**config.mk**
```make
export PLATFORM = sky130hd
export DESIGN_NAME = seq_pattern_tx
export DESIGN_NICKNAME = d
export VERILOG_FILES = /design/src/rtl/seq_pattern_tx.sv
export SDC_FILE = /design/constraint.sdc
export NUM_CORES = 1
export LEC_CHECK = 0
export CORE_AREA = 2 2 74 76
export DETAILED_ROUTE_END_ITERATION = 8
export DIE_AREA = 0 0 76 78
export HOLD_SLACK_MARGIN = 0.02
export PLACE_DENSITY = 0.55
export SLEW_MARGIN = 5
export SYNTH_ARGS = -nofsm -noshare
export SYNTH_HDL_FRONTEND = slang
export SYNTH_SLANG_ARGS = --single-unit
```
**constraint.sdc**
```tcl
create_clock -name clk -period 3.63 [get_ports clk]
set_input_delay 1.089 -clock clk [delete_from_list [all_inputs] [get_ports clk]]
set_output_delay 1.089 -clock clk [all_outputs]
set_load 0.01 [all_outputs]
```
**src/rtl/seq_pattern_tx.sv**
```systemverilog
// seq_pattern_tx: serial pattern transmitter. Latches a WIDTH-bit pattern on
// start and shifts it out MSB first, repeated reps times with gap idle cycles
// between repetitions. All outputs are registered; first bit one clock after start.
//
// Ports:
//   clk      rising-edge clock
//   reset    asynchronous active-low reset
//   start    begin a burst (sampled only in IDLE, ignored while busy)
//   abort    synchronous cancel of the burst in progress (wins over start)
//   pattern  bits to send, MSB first
//   reps     number of pattern transmissions (0 behaves as 1)
//   gap      idle cycles between repetitions (0 = back-to-back)
//   x        serial data bit, 0 whenever x_valid is low
//   x_valid  x carries a pattern bit
//   busy     burst in progress (SEND or GAP)
//   done     one-cycle pulse on normal completion
module seq_pattern_tx #(
  parameter int WIDTH = 8,
  parameter int CNT_W = 4,
  parameter int GAP_W = 3
) (
  input  logic             clk,
  input  logic             reset,
  input  logic             start,
  input  logic             abort,
  input  logic [WIDTH-1:0] pattern,
  input  logic [CNT_W-1:0] reps,
  input  logic [GAP_W-1:0] gap,
  output logic             x,
  output logic             x_valid,
  output logic             busy,
  output logic             done
);

  localparam int BW = $clog2(WIDTH);
  localparam logic [BW-1:0] LAST_BIT = BW'(WIDTH - 1);

  typedef enum logic [1:0] {
    S_IDLE = 2'd0,
    S_SEND = 2'd1,
    S_GAP  = 2'd2
  } state_e;

  state_e           state_q, state_d;
  logic [WIDTH-1:0] shreg_q, shreg_d;     // MSB is the bit currently on x
  logic [WIDTH-1:0] pat_q, pat_d;         // latched copy for reloads
  logic [CNT_W-1:0] rem_q, rem_d;         // repetitions left, including the current one
  logic [GAP_W-1:0] gap_len_q, gap_len_d;
  logic [GAP_W-1:0] gap_cnt_q, gap_cnt_d; // gap cycles left, including the current one
  logic [BW-1:0]    bit_cnt_q, bit_cnt_d; // index of the bit currently on x
  logic             x_q, x_d;
  logic             x_valid_q, x_valid_d;
  logic             busy_q, busy_d;
  logic             done_q, done_d;

  always_ff @(posedge clk or negedge reset) begin
    if (!reset) begin
      state_q   <= S_IDLE;
      shreg_q   <= '0;
      pat_q     <= '0;
      rem_q     <= '0;
      gap_len_q <= '0;
      gap_cnt_q <= '0;
      bit_cnt_q <= '0;
      x_q       <= 1'b0;
      x_valid_q <= 1'b0;
      busy_q    <= 1'b0;
      done_q    <= 1'b0;
    end else begin
      state_q   <= state_d;
      shreg_q   <= shreg_d;
      pat_q     <= pat_d;
      rem_q     <= rem_d;
      gap_len_q <= gap_len_d;
      gap_cnt_q <= gap_cnt_d;
      bit_cnt_q <= bit_cnt_d;
      x_q       <= x_d;
      x_valid_q <= x_valid_d;
      busy_q    <= busy_d;
      done_q    <= done_d;
    end
  end

  // Outputs are computed for the state being entered and registered, so the
  // registered value always describes the cycle after the edge.
  always_comb begin
    state_d   = state_q;
    shreg_d   = shreg_q;
    pat_d     = pat_q;
    rem_d     = rem_q;
    gap_len_d = gap_len_q;
    gap_cnt_d = gap_cnt_q;
    bit_cnt_d = bit_cnt_q;
    x_d       = 1'b0;
    x_valid_d = 1'b0;
    busy_d    = 1'b0;
    done_d    = 1'b0;

    case (state_q)
      S_IDLE: begin
        if (start && !abort) begin
          state_d   = S_SEND;
          pat_d     = pattern;
          shreg_d   = pattern;
          rem_d     = (reps == '0) ? CNT_W'(1) : reps;
          gap_len_d = gap;
          bit_cnt_d = '0;
          x_d       = pattern[WIDTH-1];
          x_valid_d = 1'b1;
          busy_d    = 1'b1;
        end
      end

      S_SEND: begin
        if (abort) begin
          state_d = S_IDLE;
        end else if (bit_cnt_q != LAST_BIT) begin
          shreg_d   = shreg_q << 1;
          bit_cnt_d = bit_cnt_q + BW'(1);
          x_d       = shreg_q[WIDTH-2];
          x_valid_d = 1'b1;
          busy_d    = 1'b1;
        end else begin
          // Last bit of this repetition is on x now.
          rem_d = rem_q - CNT_W'(1);
          if (rem_q == CNT_W'(1)) begin
            state_d = S_IDLE;
            done_d  = 1'b1;
          end else if (gap_len_q != '0) begin
            state_d   = S_GAP;
            gap_cnt_d = gap_len_q;
            busy_d    = 1'b1;
          end else begin
            // Back-to-back: reload so the next MSB follows with no bubble.
            shreg_d   = pat_q;
            bit_cnt_d = '0;
            x_d       = pat_q[WIDTH-1];
            x_valid_d = 1'b1;
            busy_d    = 1'b1;
          end
        end
      end

      S_GAP: begin
        if (abort) begin
          state_d = S_IDLE;
        end else if (gap_cnt_q == GAP_W'(1)) begin
          state_d   = S_SEND;
          gap_cnt_d = '0;
          shreg_d   = pat_q;
          bit_cnt_d = '0;
          x_d       = pat_q[WIDTH-1];
          x_valid_d = 1'b1;
          busy_d    = 1'b1;
        end else begin
          gap_cnt_d = gap_cnt_q - GAP_W'(1);
          busy_d    = 1'b1;
        end
      end

      default: state_d = S_IDLE;
    endcase
  end

  assign x       = x_q;
  assign x_valid = x_valid_q;
  assign busy    = busy_q;
  assign done    = done_q;

endmodule

```
* Word-level counts from Yosys, hierarchy flattened
Index checks and enable logic that the tools add are counted.
** Storage, ports and cells
- Register bits after elaboration :: 34
- Latch bits :: 0
- RAM bits :: 0
- Bits in read-only memories :: 0
- Input port bits :: 19
- Word-level logic and storage cells :: 105
- Memories kept :: 0
** Cells by class
- Add/subtract/negate cells :: 3
- $mul :: 0
- Divide/modulo/power cells :: 0
- $lt $le $gt $ge :: 0
- Equal/unequal tests :: 17
- Shifts and indexed selects :: 0
- Multiplexer cells :: 61
- Bitwise logic cells :: 0
- Reduce and logical (&&, ||, !) cells :: 13
** Operators by type and width (number)
- $mux 7 :: 7
- $mux 3 :: 13
- $mux 1 :: 22
- $pmux 7 s3 :: 1
- $mux 4 :: 4
- $ne 3x3->1 const B :: 5
- $mux 2 :: 7
- $ne 2x2->1 const B :: 7
- $pmux 1 s3 :: 3
- $pmux 3 s3 :: 1
- $pmux 4 s2 :: 1
- $reduce_and 4->1 :: 2
- $reduce_and 7->1 :: 1
- $pmux 2 s3 :: 1
- $pmux 3 s2 :: 1
- $reduce_and 6->1 :: 1
- $reduce_bool 3->1 :: 2
- $eq 4x1->1 const B :: 1
- $logic_not 4->1 :: 1
- $ne 4x4->1 const B :: 1
- $reduce_bool 2->1 :: 2
- $sub 4x1->4 const B :: 1
- $add 3x1->3 const B :: 1
- $eq 3x1->1 const B :: 1
- 7 further kinds :: 7

* Depth between registers and ports, before layout
- Depth in word-level cells :: 6
- Gate-level depth with buffers :: 7
- Depth with buffers taken out :: 6

* Least setup slack after synthesis
No wires, ideal clock.
- Path kind :: input-to-reg
- Start :: input abort
- End :: register shreg_q[0]
- Setup time :: 125 ps
- Arrival time :: 2247 ps
- Setup slack :: 1259 ps
- Stages :: 5
- Path buffers :: 1
- Cell sequence :: clkbuf_1 > o31a_1 > a2111oi_4 > o21ai_2 > mux2_2
** Between the ends
- Longest elaborated chain between the ends :: 4
- Elaborated cells on any way between the ends :: 6
- Classes of those cells :: 3 x eq/ne; 3 x reduce/logical
** Ends and longest elaborated chain
- start: declaration :: line 25 : input logic abort,
- $logic_not 1->1 :: line 101 : if (start && !abort) begin
- $logic_and 1x1->1 :: line 101
- $ne 2x2->1 (no line)
- $reduce_and 7->1 (no line) *
- end signal: assignment :: line 71 : shreg_q <= shreg_d;
- end: declaration :: line 45 : logic [WIDTH-1:0] shreg_q, shreg_d;
Every way passes the cells marked *; elsewhere a longest branch is shown, timed or not.
A chain may end at the register's enable or synchronous reset.

* Final worst setup path
- Start :: input abort
- End :: register shreg_q[4]
Same word-level chain as after synthesis.

==> impl_metrics.toml <==
[cells_and_area]
num_antenna_cells = 0
syn_to_final_growth_pct = 20.78
final_util = 0.4717
final_nets = 253
final_cells = 294
drive_above_1_share = 0.1563

[critical_path]
critPathMaxStageDelay_ps = 550
required_ps = 3800
cp_max_fo = 9
regToRegStartpoint = "state_q[1]"
start_kind = "primary input"
crit_type = "primary input to flop"
crit_end = "shreg_q[4]"
critPathArrivalTime_ps = 2810
startpoint = "abort"
worst_r2r_endpoint = "shreg_q[4]"
crit_slowest_cell = "clkdlybuf4s50_1"
r2r_slack_ps = 1070
cp-end-kind = "flop"
crit_chain = "clkdlybuf4s50_1 > o31a_1 > a2111oi_4 > o21ai_2 > mux2_2"
r2r.worst_path.cells = 5

[logic_synthesis]
ys_types = 37
synth_warnings = 0
synth_seq_cells = 34
syn-num-nets = 229
syn_inst = 199
synth_area_sq_um = 1969
avgSynthCellArea_sq_um = 9.896
ys_seq_area_frac = 0.4320

[sta]
tightest_slew_ps = 895.9
grt_setup_unrepaired = "no"
layout_min_cycle_time_ps = 2634
finalMaxSlewViolations = 0
setup_viol = 0
fmax_ghz = 0.3797
setup_ws_ps = 996.1
skew_ps = 4.996
finalHoldViolations = 0
fin_crit_sh = 0.7256
finalSetupTns_ps = 0
slew_headroom = 0.4028

[grt]
grt_pass1_wl_mm = 7.383
grt_usage = 0.1580
grt_max_degree = 35
grt_pass1_vias = 1581
grt_overflow = 0
antenna_found_initial = 0

[floorplanning]
die-area_sq_um = 5928
io_pins = 23
die_h_microns = 78
die_w_microns = 76
fp.coreArea_sq_um = 5042
start_util = 0.3906
rows = 26

[outcome]
status = "finished, final reports clean"

[pwr]
p_per_area_nw_per_um2 = 864.9
power_frac_clock = 0.160
power_frac_seq = 0.335
p_switching_uw = 804.6
power_frac_comb = 0.505
leakagePower_uw = 0.001056
ir_drop_uv = 385.9
p_int_uw = 1252
power_uw = 2057
power_switching_share = 0.3911

[run]
max_cap_violations = 0

[cts]
postCtsHoldBufs = 0
cts_tree = "done"
insertion_delay_ps = 290
cts-resized-gates = 0
clock_path_buffers = 2
htreeDepth = 2
cts_buffers = 5
clkSinkCount = 34
cts-root-buf = "clkbuf_8"
postCtsSetupBuffers = 0
clk_pin_slew_ps = 70

[routing]
routedWlPerCell_microns = 14.38
drt-initial-drc-count = 67
detail_route.wirelength_mm = 4.227
drc = 0
drt.antenna.violating_nets = 0
first_pass_iters = 4
vias_per_cell = 5.252
vias = 1544

[placement]
port_buffers = 22
hpwl_mm = 2.976
place_inst = 286
place_ws_ps = 693.3
place_congestion = 0.7460

[min_path]
hold_path_class = "flop to flop"
worstHoldStart = "pat_q[0]"
-- worst min-delay path by stage --
stage	cells past startpoint	end	slack, ps
floorplan	2	pat_q[0]	450
global placement	2	pat_q[0]	470
detailed placement	2	pat_q[0]	490
CTS	2	pat_q[0]	500
global route	1	shreg_q[3]	530
finish	2	pat_q[0]	490
-- cell type report --
| class | instances | area (sq um) |
|---|---|---|
| Tap cell | 70 | 87.58 |
| Sequential cell | 34 | 850.8 |
| Inverter | 15 | 56.30 |
| Multi-Input combinational cell | 142 | 1031 |
| Timing Repair Buffer | 25 | 242.7 |
| Clock buffer | 8 | 110.1 |
| Fill cell | 493 | 2664 |
-- per-layer routing --
metal  part of all wire  wire (microns)  GRT usage
met1               0.45            1887     0.1897
met2               0.50            2097     0.2723
met3              0.038             161    0.03256
met4              0.019              81    0.07455
met5                  0               0          0
-- worst max-delay path: cells and delay by family --
kind	cells	cell delay (ps)
muxes	1	330
AOI/OAI and AO/OA	3	830
buffers and inverters	1	550
-- cell usage in the layout (no fill, tap or decap), types with 5 or more instances in the layout --
master,instances
inv_1,15
nand2_1,23
clkdlybuf4s50_1,22
mux2_2,21
nand2b_1,5
nor3_1,7
mux2i_1,5
nand3_1,5
a22oi_1,6
o21ai_0,6
ha_1,11
clkbuf_8,8
nor2_1,11
dfrtp_1,34
a21oi_1,13
-- state kept, by name (all words and copies together), names as in the netlist --
signal,flops
x_valid,1
done,1
state_q,2
x,1
shreg_q,7
busy,1
bit_cnt_q,3
pat_q,8
gap_len_q,3
rem_q,4
gap_cnt_q,3
-- stage by stage --
stage          instance area, sq um  hold WS (ps)
2_1_floorplan                  1969         450.6
3_3_place_gp                   2268         466.8
3_5_place_dp                   2268         486.5
4_1_cts                        2379         502.9
5_1_grt                        2379         530.9
6_report                       2379         492.4
-- kinds of logic after synthesis --
kind of cell,after synthesis,synth area share
multiplexers,26,0.1455
adder cells (fa/ha/maj),11,0.06988
buffers and inverters,23,0.04447
AO/OA/AOI/OAI,45,0.1614
flip-flops,34,0.4320
AND/OR/NAND/NOR,60,0.1468
-- power groups by stage --
stage / logic [uW] / registers, uW / clock network, uW
6_report: 1040 / 690 / 328
5_1_grt: 1180 / 716 / 354
4_1_cts: 1040 / 690 / 339
3_5_place_dp: 1040 / 697 / 0
3_3_place_gp: 995 / 689 / 0
2_1_floorplan: 799 / 668 / 0
-- synthesized netlist by cell type (all sizes together) --
cell / count / area, sq um
a41oi: 1 / 8.760
nand2: 23 / 86.33
o21a: 1 / 7.510
o311ai: 1 / 8.760
buf: 2 / 8.750
a22o: 1 / 8.760
nand2b: 5 / 31.28
nor3b: 2 / 20.02
nand4b: 1 / 8.760
a2111oi: 1 / 27.53
a221o: 1 / 10.01
mux2: 21 / 236.5
o21bai: 1 / 7.510
a211oi: 1 / 7.510
clkbuf: 6 / 22.52
a31oi: 2 / 12.51
o31ai: 3 / 22.52
nand3: 5 / 25.02
a21boi: 1 / 7.510
o21ai: 7 / 38.79
inv: 15 / 56.30
o31a: 1 / 8.760
nor3: 7 / 35.03
a21o: 3 / 22.52
nor2b: 3 / 18.77
ha: 11 / 137.6
o2bb2ai: 1 / 8.760
mux2i: 5 / 50.05
dfrtp: 34 / 850.8
a22oi: 6 / 45.04
a21oi: 13 / 65.06
or2b: 1 / 7.510
nand3b: 2 / 15.01
nor2: 11 / 41.29
Power figures use the tool's default switching activity.
==> variant, RTL diff (same flow settings) <==
Take the reset off `shreg_q` and load it in a clocked block of its own.
--- a/src/rtl/seq_pattern_tx.sv
+++ b/src/rtl/seq_pattern_tx.sv
@@ -56,7 +56,6 @@
   always_ff @(posedge clk or negedge reset) begin
     if (!reset) begin
       state_q   <= S_IDLE;
-      shreg_q   <= '0;
       pat_q     <= '0;
       rem_q     <= '0;
       gap_len_q <= '0;
@@ -68,7 +67,6 @@
       done_q    <= 1'b0;
     end else begin
       state_q   <= state_d;
-      shreg_q   <= shreg_d;
       pat_q     <= pat_d;
       rem_q     <= rem_d;
       gap_len_q <= gap_len_d;
@@ -79,6 +77,10 @@
       busy_q    <= busy_d;
       done_q    <= done_d;
     end
+  end
+
+  always_ff @(posedge clk) begin
+    shreg_q <= shreg_d;
   end
 
   // Outputs are computed for the state being entered and registered, so the
Check against the original RTL: no difference found for any inputs over 10 cycles, from zero or initial values and one cycle with reset low; that may be too few to reach the edited logic, so the function may still have changed.
==> variant against the original RTL <==
Synthesized area down 2.9%. Register-to-register slack better by 120 ps. Critical path type unchanged. Power down 13%. Wire length down 9.3%. Sequential cell count unchanged. Highest routed layer unchanged. Worst setup slack worse by 170 ps. Largest cell class unchanged. Die area unchanged. Final area down 3.2%. Sequential share of layout area up 2.7 points. Clock power up 3%.
==> variant: results (changes against the original RTL) <==
[outcome]
status = finished clean

[sta]
timing.clock.skew_ps = 4.73  ; -0.263 ps
relSlewSlack_pct = 49.4  ; +9.1 points
setup_viol = 0  ; unchanged

[detailed_routing]
wl_per_cell_um = 13.2  ; -8.0%
vias_per_cell = 4.84  ; -7.9%
count_of_tritonroute_iterations_in_the_first_routing_pass = 4  ; unchanged
dr_total_vias = 1403  ; -9.1%
initialDrtViolationCount = 64  ; -4.5%

[global_routing]
grt.met1_usage_pct = 18.4  ; -0.59 points
grt_max_degree = 28  ; -20%
grt_pass1_wl_um = 6610  ; -10%
grtUsageMet2_pct = 23.3  ; -3.9 points
initial_antenna_violation_count = 0  ; unchanged
global_route.usage.total_pct = 14.0  ; -1.8 points
global_route.usage.met3_pct = 2.91  ; -0.35 points

[finish]
finish.net_count = 249  ; -1.6%
fillCellCount = 501  ; +1.6%
largestRegisters = pat_q (8), shreg_q (7), rem_q (4)
largest_register_ffs = 8  ; unchanged
number_of_antenna_diodes = 0  ; unchanged
final_layout_size_suffix_gt1_share_pct = 8.64  ; -7.0 points

[logic_synthesis]
synth.top_cells.by_area = sky130_fd_sc_hd__dfrtp_1 35%, sky130_fd_sc_hd__edfxtp_1 11%, sky130_fd_sc_hd__nand2_1 8.8%
syn_nets = 225  ; -1.7%
proportion_of_synthesized_flip_flops_having_asynchronous_set_or_reset_pct = 79.4  ; -21 points
synth_sequential_area_ratio_pct = 46.3  ; +3.1 points
number_of_synthesized_flops_with_an_enable_pin = 7  ; +7
synthesis.yosys.warnings = 0  ; unchanged
synth_common_cells = 45 x sky130_fd_sc_hd__nand2_1, 27 x sky130_fd_sc_hd__dfrtp_1, 15 x sky130_fd_sc_hd__inv_1
syn_area_per_cell_um2 = 9.81  ; -0.87%
post_synth_num_cell_types = 46  ; +24%

[clock_tree]
clkSlewWorstSetupHoldPaths_ps = 70  ; about the same
clockBufferDepth = 2  ; unchanged
worstSkewPairLatency_ps = 280
cts_setup_buffers = 0  ; unchanged
clockRootBuffer = sky130_fd_sc_hd__clkbuf_8
numCtsBuffers = 5  ; unchanged
number_of_levels_in_the_clock_h_tree = 2  ; unchanged
postCtsResizedCells = 0  ; unchanged

[placed_design]
portBuffers = 22  ; unchanged
globalplace.congestion = 0.764  ; +2.4%
dp.cells = 282  ; -1.4%
dpl.hpwl_um = 2720  ; -8.6%

[pwr]
leakagePower_nw = 0.990  ; -6.2%
peakVddDrop_v = 0.000284  ; -26%
netSwitchingFraction_pct = 37.3  ; -1.9 points

[worst_setup_path]
timing.critical_path.fanout_max = 11  ; +2
worstPathArrival_ps = 2980  ; +170 ps

[min_path]
worst_min_path_class = reg -> reg

variant: metrics by stage:
stage,power (mW),area (um^2),setup WS [ps],util (%)
CTS,1.81,2300,820,45.7
floorplan,1.27,1910,1270,-
global placement,1.46,2200,571,43.6
global route,1.95,2300,738,45.7
detailed placement,1.47,2200,533,43.6
finish,1.79,2300,822,45.7
variant: worst paths after layout:
check | startpoint | to | slack (ps) | cells past startpoint
max | abort | bit_cnt_q[0] | 820 | 5
min | pat_q[1] | pat_q[1] | 480 | 2
max reg2reg | state_q[1] | x | 1190 | 6
min reg2reg | pat_q[1] | pat_q[1] | 480 | 2
max in group asynchronous | reset | x_valid | 2180 | 2
min in group asynchronous | reset | pat_q[2] | 1180 | 2
variant: area by class of cell:
type | instances | area [um^2] | share of cell area (%)
inverters | 15 | 56.3 | 2.44
flip-flops and latches | 34 | 886 | 38.5
well taps | 70 | 87.6 | 3.80
clock inverters | 1 | 30.0 | 1.30
multi-input cells | 139 | 932 | 40.5
clock buffers | 7 | 76.3 | 3.31
repair buffers | 24 | 235 | 10.2
variant: power by group through the flow:
stage / clock network, mW / registers (mW) / logic, mW
after global routing: 0.367 / 0.732 / 0.847
after detailed placement: 0 / 0.718 / 0.749
final: 0.339 / 0.710 / 0.739
after floorplan: 0 / 0.694 / 0.579
after CTS: 0.351 / 0.712 / 0.750
after global placement: 0 / 0.716 / 0.744
variant: kinds of logic (layout without fill, tap and decap cells):
kind of cell | count (synthesis) | count (layout) | share of synthesized area, %
flip-flops | 34 | 34 | 46.3
AND/OR/NAND/NOR | 77 | 77 | 19.3
AO/OA/AOI/OAI | 42 | 42 | 16.9
multiplexers | 9 | 9 | 5.30
buffers and inverters | 22 | 47 | 4.97
adder cells (fa/ha/maj) | 11 | 11 | 7.19
variant: metal layers:
layer  wire length, um  part of all wire [%]
met4                42                   1.1
met1              1880                    49
met5                 0                     0
met3               105                   2.7
met2              1800                    47
variant: critical path, stage by stage:
cell and delay [ps]:
sky130_fd_sc_hd__clkdlybuf4s50_1 570, sky130_fd_sc_hd__nor3b_1 340, sky130_fd_sc_hd__o211ai_2 130, sky130_fd_sc_hd__nor3_4 500, sky130_fd_sc_hd__mux2_4 340
